File: config.mk
export PLATFORM = sky130hd
export DESIGN_NAME = man_pixel_stream_flat
export DESIGN_NICKNAME = d
export VERILOG_FILES = /design/src/rtl/man_pixel_stream_if.sv /design/src/rtl/man_pixel_stream.sv /design/src/flat_wrapper.sv
export SDC_FILE = /design/constraint.sdc
export NUM_CORES = 1
export LEC_CHECK = 0
export ABC_AREA = 1
export CAP_MARGIN = 20
export CORE_MARGIN = 10
export CORE_UTILIZATION = 55
export CTS_CLUSTER_SIZE = 10
export DETAILED_ROUTE_END_ITERATION = 10
export PLACE_DENSITY = 0.73
export SYNTH_ARGS = -nofsm -noshare
export SYNTH_HDL_FRONTEND = slang
export SYNTH_SLANG_ARGS = --single-unit
File: constraint.sdc
create_clock -name aclk -period 17.55 [get_ports aclk]
set_input_delay 2.6325 -clock aclk [delete_from_list [all_inputs] [get_ports aclk]]
set_output_delay 2.6325 -clock aclk [all_outputs]
set_load 0.02 [all_outputs]
File: src/rtl/man_pixel_stream_if.sv
// -----------------------------------------------------------------------------
// man_pixel_stream_if
//  Bundles the three handshake channels around the Mandelbrot frame sequencer:
//   - request channel  : req_valid/req_ready/req_px/req_py  (sequencer -> engine)
//   - response channel : rsp_valid/rsp_ready/rsp_colour     (engine -> sequencer)
//   - video stream     : m_axis_* AXI4-Stream               (sequencer -> VDMA)
//  modport master : the sequencer side (drives requests, accepts responses,
//                   sources the video stream)
//  modport slave  : the environment side (compute engine plus stream sink)
// -----------------------------------------------------------------------------
interface man_pixel_stream_if;
    logic        req_valid;
    logic        req_ready;
    logic [9:0]  req_px;
    logic [8:0]  req_py;
    logic        rsp_valid;
    logic        rsp_ready;
    logic [23:0] rsp_colour;
    logic [31:0] m_axis_tdata;
    logic        m_axis_tvalid;
    logic        m_axis_tready;
    logic        m_axis_tuser;
    logic        m_axis_tlast;

    modport master (
        output req_valid, req_px, req_py,
        input  req_ready,
        input  rsp_valid, rsp_colour,
        output rsp_ready,
        output m_axis_tdata, m_axis_tvalid, m_axis_tuser, m_axis_tlast,
        input  m_axis_tready
    );

    modport slave (
        input  req_valid, req_px, req_py,
        output req_ready,
        output rsp_valid, rsp_colour,
        input  rsp_ready,
        input  m_axis_tdata, m_axis_tvalid, m_axis_tuser, m_axis_tlast,
        output m_axis_tready
    );
endinterface

File: src/rtl/man_pixel_stream.sv
// -----------------------------------------------------------------------------
// man_pixel_stream
//  Frame sequencer for the Mandelbrot engine. Issues (px,py) requests in raster
//  order, collects the in-order 24-bit colour results in a small FIFO whose free
//  slots are pre-claimed by credits, and emits them as AXI4-Stream video with
//  tuser marking pixel (0,0) and tlast marking the last pixel of each line.
// Ports
//  aclk        clock
//  aresetn     asynchronous active-low reset (deasserted synchronously inside)
//  start       1-cycle pulse, starts a frame when idle
//  continuous  when 1, a new frame follows each completed frame
//  busy        high while issuing or draining a frame
//  bus         request / response / video stream channels (master side)
// -----------------------------------------------------------------------------
module man_pixel_stream #(
    parameter int H_RES      = 640,
    parameter int V_RES      = 480,
    parameter int FIFO_DEPTH = 16
) (
    input  logic                 aclk,
    input  logic                 aresetn,
    input  logic                 start,
    input  logic                 continuous,
    output logic                 busy,
    man_pixel_stream_if.master   bus
);
    localparam int AW = $clog2(FIFO_DEPTH);
    localparam int CW = AW + 1;
    localparam logic [CW-1:0] DEPTH_C = CW'(FIFO_DEPTH);
    localparam logic [CW-1:0] ONE_C   = CW'(1);
    localparam logic [9:0]    X_LAST  = 10'(H_RES - 1);
    localparam logic [8:0]    Y_LAST  = 9'(V_RES - 1);

    typedef enum logic [1:0] {
        ST_IDLE  = 2'd0,
        ST_ISSUE = 2'd1,
        ST_DRAIN = 2'd2
    } state_t;

    logic [1:0]    rst_sync_r;
    logic          rst_n_s;
    state_t        state_r;
    logic [9:0]    px_r;
    logic [8:0]    py_r;
    logic [9:0]    out_x_r;
    logic [8:0]    out_y_r;
    logic [CW-1:0] credits_r;
    logic [CW-1:0] count_r;
    logic [AW-1:0] wr_ptr_r;
    logic [AW-1:0] rd_ptr_r;
    logic [23:0]   mem_r [FIFO_DEPTH];
    logic          rsp_ready_r;

    logic req_valid_s;
    logic req_fire_s;
    logic last_req_s;
    logic tvalid_s;
    logic pop_s;
    logic push_s;
    logic last_beat_s;

    // Reset synchronizer: assertion is immediate, release takes two clock edges.
    always_ff @(posedge aclk or negedge aresetn) begin
        if (!aresetn) begin
            rst_sync_r <= 2'b00;
        end else begin
            rst_sync_r <= {rst_sync_r[0], 1'b1};
        end
    end
    assign rst_n_s = rst_sync_r[1];

    // Credits pre-claim FIFO space, so a request is only offered when its result
    // is guaranteed a slot; this is what lets rsp_ready sit at 1.
    assign req_valid_s = (state_r == ST_ISSUE) && (credits_r != {CW{1'b0}});
    assign req_fire_s  = req_valid_s && bus.req_ready;
    assign last_req_s  = (px_r == X_LAST) && (py_r == Y_LAST);
    assign tvalid_s    = (count_r != {CW{1'b0}});
    assign pop_s       = tvalid_s && bus.m_axis_tready;
    // A push into a full FIFO is only legal when a pop frees a slot that cycle.
    assign push_s      = bus.rsp_valid && rsp_ready_r && ((count_r != DEPTH_C) || pop_s);
    assign last_beat_s = pop_s && (out_x_r == X_LAST) && (out_y_r == Y_LAST);

    // Frame sequencing FSM.
    always_ff @(posedge aclk or negedge rst_n_s) begin
        if (!rst_n_s) begin
            state_r <= ST_IDLE;
        end else begin
            case (state_r)
                ST_IDLE: begin
                    if (start) begin
                        state_r <= ST_ISSUE;
                    end else begin
                        state_r <= ST_IDLE;
                    end
                end
                ST_ISSUE: begin
                    if (req_fire_s && last_req_s) begin
                        state_r <= ST_DRAIN;
                    end else begin
                        state_r <= ST_ISSUE;
                    end
                end
                ST_DRAIN: begin
                    if (last_beat_s) begin
                        state_r <= continuous ? ST_ISSUE : ST_IDLE;
                    end else begin
                        state_r <= ST_DRAIN;
                    end
                end
                default: state_r <= ST_IDLE;
            endcase
        end
    end

    // Request raster counters; wrap to (0,0) after the last pixel of the frame.
    always_ff @(posedge aclk or negedge rst_n_s) begin
        if (!rst_n_s) begin
            px_r <= 10'd0;
            py_r <= 9'd0;
        end else if (req_fire_s) begin
            if (px_r == X_LAST) begin
                px_r <= 10'd0;
                py_r <= (py_r == Y_LAST) ? 9'd0 : py_r + 9'd1;
            end else begin
                px_r <= px_r + 10'd1;
            end
        end
    end

    // Output raster counters, independent of the request side.
    always_ff @(posedge aclk or negedge rst_n_s) begin
        if (!rst_n_s) begin
            out_x_r <= 10'd0;
            out_y_r <= 9'd0;
        end else if (pop_s) begin
            if (out_x_r == X_LAST) begin
                out_x_r <= 10'd0;
                out_y_r <= (out_y_r == Y_LAST) ? 9'd0 : out_y_r + 9'd1;
            end else begin
                out_x_r <= out_x_r + 10'd1;
            end
        end
    end

    // Credit counter: claim on request accept, release on stream pop.
    always_ff @(posedge aclk or negedge rst_n_s) begin
        if (!rst_n_s) begin
            credits_r <= DEPTH_C;
        end else begin
            case ({req_fire_s, pop_s})
                2'b10:   credits_r <= credits_r - ONE_C;
                2'b01:   credits_r <= credits_r + ONE_C;
                default: credits_r <= credits_r;
            endcase
        end
    end

    // FIFO occupancy and pointers.
    always_ff @(posedge aclk or negedge rst_n_s) begin
        if (!rst_n_s) begin
            count_r  <= {CW{1'b0}};
            wr_ptr_r <= {AW{1'b0}};
            rd_ptr_r <= {AW{1'b0}};
        end else begin
            case ({push_s, pop_s})
                2'b10:   count_r <= count_r + ONE_C;
                2'b01:   count_r <= count_r - ONE_C;
                default: count_r <= count_r;
            endcase
            if (push_s) begin
                wr_ptr_r <= wr_ptr_r + {{(AW-1){1'b0}}, 1'b1};
            end
            if (pop_s) begin
                rd_ptr_r <= rd_ptr_r + {{(AW-1){1'b0}}, 1'b1};
            end
        end
    end

    // FIFO storage.
    always_ff @(posedge aclk or negedge rst_n_s) begin
        if (!rst_n_s) begin
            for (int i = 0; i < FIFO_DEPTH; i++) begin
                mem_r[i] <= 24'h000000;
            end
        end else if (push_s) begin
            mem_r[wr_ptr_r] <= bus.rsp_colour;
        end
    end

    // Response ready rises one cycle after reset release and then stays high.
    always_ff @(posedge aclk or negedge rst_n_s) begin
        if (!rst_n_s) begin
            rsp_ready_r <= 1'b0;
        end else begin
            rsp_ready_r <= 1'b1;
        end
    end

    // All outputs decode registers only; sideband is gated so idle outputs are 0.
    assign busy              = (state_r != ST_IDLE);
    assign bus.req_valid     = req_valid_s;
    assign bus.req_px        = px_r;
    assign bus.req_py        = py_r;
    assign bus.rsp_ready     = rsp_ready_r;
    assign bus.m_axis_tvalid = tvalid_s;
    assign bus.m_axis_tdata  = tvalid_s ? {8'h00, mem_r[rd_ptr_r]} : 32'h00000000;
    assign bus.m_axis_tuser  = tvalid_s && (out_x_r == 10'd0) && (out_y_r == 9'd0);
    assign bus.m_axis_tlast  = tvalid_s && (out_x_r == X_LAST);

    man_pixel_stream_chk #(
        .FIFO_DEPTH (FIFO_DEPTH),
        .CW         (CW)
    ) u_chk (
        .aclk      (aclk),
        .rst_n     (rst_n_s),
        .rsp_valid (bus.rsp_valid),
        .rsp_ready (rsp_ready_r),
        .pop       (pop_s),
        .count     (count_r),
        .credits   (credits_r)
    );
endmodule

// -----------------------------------------------------------------------------
// man_pixel_stream_chk
//  Protocol checks for the sequencer: a response must never arrive while the
//  FIFO is full without a same-cycle pop, and credits never exceed the depth.
// -----------------------------------------------------------------------------
module man_pixel_stream_chk #(
    parameter int FIFO_DEPTH = 16,
    parameter int CW         = 5
) (
    input logic          aclk,
    input logic          rst_n,
    input logic          rsp_valid,
    input logic          rsp_ready,
    input logic          pop,
    input logic [CW-1:0] count,
    input logic [CW-1:0] credits
);
    a_no_overflow: assert property (@(posedge aclk) disable iff (!rst_n)
        !(rsp_valid && rsp_ready && (count == CW'(FIFO_DEPTH)) && !pop));
    a_credit_range: assert property (@(posedge aclk) disable iff (!rst_n)
        credits <= CW'(FIFO_DEPTH));
endmodule

File: src/flat_wrapper.sv
// flat-port wrapper written by rule: the top's interface ports become plain ports
module man_pixel_stream_flat 
#(
    parameter int H_RES      = 640,
    parameter int V_RES      = 480,
    parameter int FIFO_DEPTH = 16
)
  (aclk, aresetn, start, continuous, busy, bus_req_valid, bus_req_px, bus_req_py, bus_req_ready, bus_rsp_valid, bus_rsp_colour, bus_rsp_ready, bus_m_axis_tdata, bus_m_axis_tvalid, bus_m_axis_tuser, bus_m_axis_tlast, bus_m_axis_tready);
  man_pixel_stream_if bus_i ();
  input  logic aclk;
  input  logic aresetn;
  input  logic start;
  input  logic continuous;
  output logic busy;
  output wire logic [$bits(bus_i.req_valid)-1:0] bus_req_valid;
  output wire logic [$bits(bus_i.req_px)-1:0] bus_req_px;
  output wire logic [$bits(bus_i.req_py)-1:0] bus_req_py;
  input wire logic [$bits(bus_i.req_ready)-1:0] bus_req_ready;
  input wire logic [$bits(bus_i.rsp_valid)-1:0] bus_rsp_valid;
  input wire logic [$bits(bus_i.rsp_colour)-1:0] bus_rsp_colour;
  output wire logic [$bits(bus_i.rsp_ready)-1:0] bus_rsp_ready;
  output wire logic [$bits(bus_i.m_axis_tdata)-1:0] bus_m_axis_tdata;
  output wire logic [$bits(bus_i.m_axis_tvalid)-1:0] bus_m_axis_tvalid;
  output wire logic [$bits(bus_i.m_axis_tuser)-1:0] bus_m_axis_tuser;
  output wire logic [$bits(bus_i.m_axis_tlast)-1:0] bus_m_axis_tlast;
  input wire logic [$bits(bus_i.m_axis_tready)-1:0] bus_m_axis_tready;
  assign bus_req_valid = bus_i.req_valid;
  assign bus_req_px = bus_i.req_px;
  assign bus_req_py = bus_i.req_py;
  assign bus_i.req_ready = bus_req_ready;
  assign bus_i.rsp_valid = bus_rsp_valid;
  assign bus_i.rsp_colour = bus_rsp_colour;
  assign bus_rsp_ready = bus_i.rsp_ready;
  assign bus_m_axis_tdata = bus_i.m_axis_tdata;
  assign bus_m_axis_tvalid = bus_i.m_axis_tvalid;
  assign bus_m_axis_tuser = bus_i.m_axis_tuser;
  assign bus_m_axis_tlast = bus_i.m_axis_tlast;
  assign bus_i.m_axis_tready = bus_m_axis_tready;
  man_pixel_stream #(.H_RES(H_RES), .V_RES(V_RES), .FIFO_DEPTH(FIFO_DEPTH)) u_core (.aclk(aclk), .aresetn(aresetn), .start(start), .continuous(continuous), .busy(busy), .bus(bus_i));
endmodule
Word level (Yosys, flattened, before mapping)
Cells that the tools add are included.
W data, S select, Z words.
{"block": "totals", "elab_cells": 95, "regBits": 445, "in_bits": 31, "output_inout_bits": 57}
{"block": "op_classes", "addsub": 10, "muxes": 18, "eq_ne": 11, "n_bitwise": 2, "n_reduce_logical": 24, "order_cmp": 3}
{"cell": "$bwmux W384", "n": 1}
{"cell": "$bmux W24 S4", "n": 1}
{"cell": "$demux W24 S4", "n": 1}
{"cell": "$mux W24", "n": 4}
{"cell": "$add A10 B1 Y10 const B", "n": 2}
{"cell": "$eq A10 B10 Y1 const B", "n": 2}
{"cell": "$mux W10", "n": 2}
{"cell": "$pmux W5 S2", "n": 2}
{"cell": "$add A9 B1 Y9 const B", "n": 2}
{"cell": "$eq A9 B9 Y1 const B", "n": 2}
{"cell": "$mux W9", "n": 2}
{"cell": "$logic_and A1 B1 Y1", "n": 13}
{"cell": "$add A5 B1 Y5 const B", "n": 2}
{"cell": "$ge A5 B5 Y1 const B", "n": 2}
{"cell": "$logic_not A10 Y1", "n": 1}
{"cell": "$not A4 Y5", "n": 2}
{"cell": "$reduce_bool A5 Y1", "n": 2}
{"cell": "$sub A5 B1 Y5 const B", "n": 2}
{"cell": "$logic_not A9 Y1", "n": 1}
{"cell": "$add A4 B1 Y4 const B", "n": 2}
{"cell": "$eq A2 B1 Y1 const B", "n": 3}
{"cell": "$eq A2 B2 Y1 const B", "n": 3}
{"cell": "$pmux W2 S3", "n": 1}
{"cell": "$reduce_bool A2 Y1", "n": 3}
{"cell": "7 further kinds", "n": 10}

Depth between registers and ports, before layout
{"block": "depth", "depth_word": 6, "depth_mapped": 16, "mapped_depth_nobuf": 15}

Least setup slack after synthesis
Ideal clock, no wire load.
{"block": "synth_timing", "path_type": "input to register", "from": "input port bus_rsp_valid", "to": "register u_core.count_r[4]", "setup_slack_ns": 13.154, "stages": 14, "arrival_ns": 4.280, "path_buffers": 1, "t_required_ns": 17.433, "setup_ns": 0.117, "cell_sequence": "nand2_1 -> clkinv_1 -> buf_2 -> nand2_1 -> ha_1 -> xor2_1 -> ha_1 -> inv_1 -> nand2_1 -> nand3_1 -> nand3_1 -> nand2_1 -> nand2_1 -> nand2_1"}
{"block": "synth_via", "elab_chain_cells": 4, "elab_cells_between_ends": 6, "cone_classes": "eq/ne (2); mux (1); reduce/logical (3)"}
{"item": "from (decl)", "line_no": "flat_wrapper.sv:19", "rtl": "input wire logic [$bits(bus_i.rsp_valid)-1:0] bus_rsp_valid;"}
{"item": "$logic_and A1 B1 Y1 (*) (2 in a row)", "line_no": "man_pixel_stream.sv:80", "rtl": "assign push_s = bus.rsp_valid && rsp_ready_r && ((count_r != DEPTH_C) || pop_s);"}
{"item": "$eq A2 B1 Y1 or $eq A2 B2 Y1 (tied branches)", "line_no": "man_pixel_stream.sv:165", "rtl": "case ({push_s, pop_s})"}
{"item": "$pmux W5 S2 or $reduce_bool A2 Y1 (tied branches)"}
{"item": "to (signal assigned)", "line_no": "man_pixel_stream.sv:166", "rtl": "2'b10: count_r <= count_r + ONE_C;"}
{"item": "to (signal assigned)", "line_no": "man_pixel_stream.sv:167", "rtl": "2'b01: count_r <= count_r - ONE_C;"}
{"item": "to (signal assigned)", "line_no": "man_pixel_stream.sv:168", "rtl": "default: count_r <= count_r;"}
{"item": "to (decl)", "line_no": "man_pixel_stream.sv:48", "rtl": "logic [CW-1:0] count_r;"}
Mark *: on every way between the ends. The rest lies on a longest branch, timed or not.
A chain may end at the register's enable or synchronous reset.

Worst setup path after layout
{"block": "layout_timing", "from": "register u_core.rd_ptr_r[0]", "to": "output port bus_m_axis_tdata[15]"}
{"block": "layout_via", "elab_chain_cells": 5}
{"item": "from (decl)", "line_no": "man_pixel_stream.sv:50", "rtl": "logic [AW-1:0] rd_ptr_r;"}
{"item": "from (signal assigned)", "line_no": "man_pixel_stream.sv:163", "rtl": "rd_ptr_r <= {AW{1'b0}};"}
{"item": "from (signal assigned)", "line_no": "man_pixel_stream.sv:174", "rtl": "rd_ptr_r <= rd_ptr_r + {{(AW-1){1'b0}}, 1'b1};"}
{"item": "$not A4 Y5 (implied by the code)", "line_no": "man_pixel_stream.sv:206", "rtl": "assign bus.m_axis_tdata = tvalid_s ? {8'h00, mem_r[rd_ptr_r]} : 32'h00000000;"}
{"item": "$bmux W24 S4", "line_no": "man_pixel_stream.sv:206"}
{"item": "$mux W24 (implied by the code) (2 in a row)", "line_no": "man_pixel_stream.sv:206"}
{"item": "$mux W24", "line_no": "man_pixel_stream.sv:206"}
{"item": "to (decl)", "line_no": "flat_wrapper.sv:22", "rtl": "output wire logic [$bits(bus_i.m_axis_tdata)-1:0] bus_m_axis_tdata;"}
No other way between the ends. The select of a mux whose other input is x is not followed.

==> reports/metrics.cfg <==
[die]
start_util_pct = 55.54
die_area_um2 = 47330
fp.dieH_um = 217.6
num_rows = 72
dieWidth_um = 217.6
coreArea_um2 = 38650
ios = 88

[yosys]
yosys.area.top_type = dfrtp_1
syn_avg_cell_area_um2 = 8.006
ys_ff_latch = 445
ys_seq_area_share_pct = 51.89
synthCells = 2681
syn_area_um2 = 21460
ys_warn_count = 0
yosysTopAreaCellShare_pct = 51.76
synth_area_leaders = dfrtp_1, nand2_1, o21ai_0
yosysUniqueCellTypes = 38

[routing]
routedWlPerCell_um = 18.07
drtIter0Drc = 2140
wirelength_um = 57600
viasPerCell = 5.723
via_count = 18240
ant_nets = 0
first_pass_iters = 8
drc = 0

[status]
status = finished clean

[placement]
numPlacedInstances = 3114
gp_congestion = 0.8554
placed_cell_area_um2 = 22120
port_buffers = 79
hpwl_um = 32070

[cells_and_area]
mostFrequentLayoutCell = nand2_1
areaGrowthSynthToFinish_pct = 9.933
diodes = 0
stdcell_count = 3187
mostFrequentLayoutCells = nand2_1, dfrtp_1, o21ai_0
final_area_um2 = 23600
nets = 2701
drive_gt1_share_pct = 4.908

[critical_path]
path_class = flop to output port
path_max_fanout = 99
crit_chain = inv_6 > buf_4 > nand2_1 > nand3_1 > nand3_1 > nand2_1 > nand2_1 > a21oi_1 > clkdlybuf4s50_1
required_ns = 14.92
crit_family = buffers and inverters
slowest_stage = buf_4
end_kind = output port
crit_path_frequent_cell = nand2_1
crit_buf_inv = 3
cp-start-kind = flop
r2r_setup_slack_ns = 14.43
arrival_ns = 4.49
cpPeakStageDelay_ns = 0.95

[job]
drv_cap = 0

[clock_tree]
clk_pin_slew_ns = 0.06
htreeDepth = 2
clock-sinks = 445
cts_tree = done
cts_buffers = 51
cts-root-buf = clkbuf_16
clk-insertion-delay-late_ns = 0.59
cts_resized = 0
cts_hold_buf = 0
post_cts_buffers = 0
cts_max_path_buffers = 3

[global_route]
grt_max_degree = 100
track_usage_pct = 24.42
antenna_found_initial = 0
grt_busiest_layer = met2
met2_usage_pct = 39.45
grt_first_pass_wirelength_um = 93940
gr-usage-met1_pct = 33.29
overflow = 0
first_global_vias = 17420
grt_use_met3_pct = 3.897

[timing]
max_freq_mhz = 140.4
min_period_ns = 7.120
worst_pin_slew_ns = 1.078
worst_slew_margin_rel_pct = 28.16
fin_skew_ns = 0.01156
fin_setup_tns_ns = 0
rsz0062_at_grt = false
post-route-period-util_pct = 40.57
setup_viol = 0
slew_viol_final = 0
hold_viol = 0

[power]
p_per_area_nw_per_um2 = 185.5
p_leak_nw = 11.15
max-vdd-ir-drop_mv = 0.1505

[hold_path]
hold_class = flop to flop

logic make-up (layout without fill, tap and decap cells):
| logic type | count (synthesis) | in the layout | share of synthesized area (%) |
|---|---|---|---|
| fa+ha+maj | 19 | 19 | 1.143 |
| flops | 445 | 445 | 51.89 |
| simple gates | 1446 | 1446 | 28.31 |
| xor+xnor | 25 | 25 | 1.020 |
| buf+inv | 295 | 275 | 7.059 |
| other cells | 2 | 10 | 0.03499 |
| compound gates | 449 | 449 | 10.55 |
state kept, by name (all words and copies together), names as in the netlist:
signal and count:
u_core.rst_sync_r 2, u_core.out_y_r 9, u_core.credits_r 5, u_core.state_r 2, u_core.bus.req_py 9, u_core.wr_ptr_r 4, u_core.count_r 5, u_core.out_x_r 10
u_core.rd_ptr_r 4, u_core.mem_r 384, u_core.bus.req_px 10, u_core.bus.rsp_ready 1
routing by layer:
metal / vias to the layer above / share of wire (%)
li1: 8618 / -
met5: - / 0
met2: 736 / 47
met4: 0 / 2.5
met3: 102 / 7.9
met1: 8782 / 43
worst paths after layout:
path,from,endpoint,depth (start not counted)
worst max-delay path,u_core.rd_ptr_r[0],bus_m_axis_tdata[15],9
worst min-delay path,u_core.rst_sync_r[0],u_core.rst_sync_r[1],0
worst max register to register,u_core.count_r[1],u_core.credits_r[4],13
worst min register to register,u_core.rst_sync_r[0],u_core.rst_sync_r[1],0
max in group asynchronous,u_core.rst_sync_r[1],u_core.mem_r[14],2
min in group asynchronous,u_core.rst_sync_r[1],u_core.bus.req_py[1],0
power breakdown:
part           total (mW)  internal (mW)  switching, mW
Combinational        1.69          0.614           1.07
Sequential           1.74           1.45          0.290
Clock               0.950          0.552          0.398
Total                4.38           2.62           1.76
synthesized netlist by cell type:
master,count
nand2_2,1
conb_1,2
nor3_1,7
nand2_1,1001
buf_2,56
o21ai_2,3
nand4_2,1
nand3_1,345
nor4b_1,1
xnor2_1,5
dfstp_2,1
nand4_1,13
and3_1,1
nand4_4,2
o21ai_1,24
inv_2,5
o22ai_1,1
ha_1,18
buf_1,7
nor4_1,2
dfrtp_1,444
nand3_2,10
inv_1,85
clkinv_1,3
nor2_1,52
a21boi_0,1
nand3b_1,3
fa_1,1
xor2_1,20
buf_8,1
buf_4,29
o21bai_1,1
clkbuf_1,80
or2_2,2
buf_6,29
o21ai_0,391
a21oi_1,28
nor2_4,5
stage by stage:
| stage | power (mW) | hold WS [ns] | worst slack [ns] | utilization, % |
|---|---|---|---|---|
| final | 4.376 | 0.3542 | 10.43 | 61.06 |
| after global routing | 4.709 | 0.3715 | 10.15 | 61.06 |
| after CTS | 4.384 | 0.3588 | 10.45 | 60.91 |
| after detailed placement | 3.412 | 0.3419 | 11.10 | 57.23 |
| after global placement | 3.349 | 0.3415 | 11.12 | 56.95 |
| after floorplan | 2.896 | 0.3312 | 4.230 | - |
area by class of cell:
class                      count  area, um2
clock inverter                 1      5.005
sequential                   445      11150
multi-input combinational   1949       8877
inverter                      93      355.3
tap                          518      648.1
clock buffer                  70       1420
timing repair buffer         111       1141
fill                        3377      15050
No activity file was read; power rests on OpenSTA's default activity.
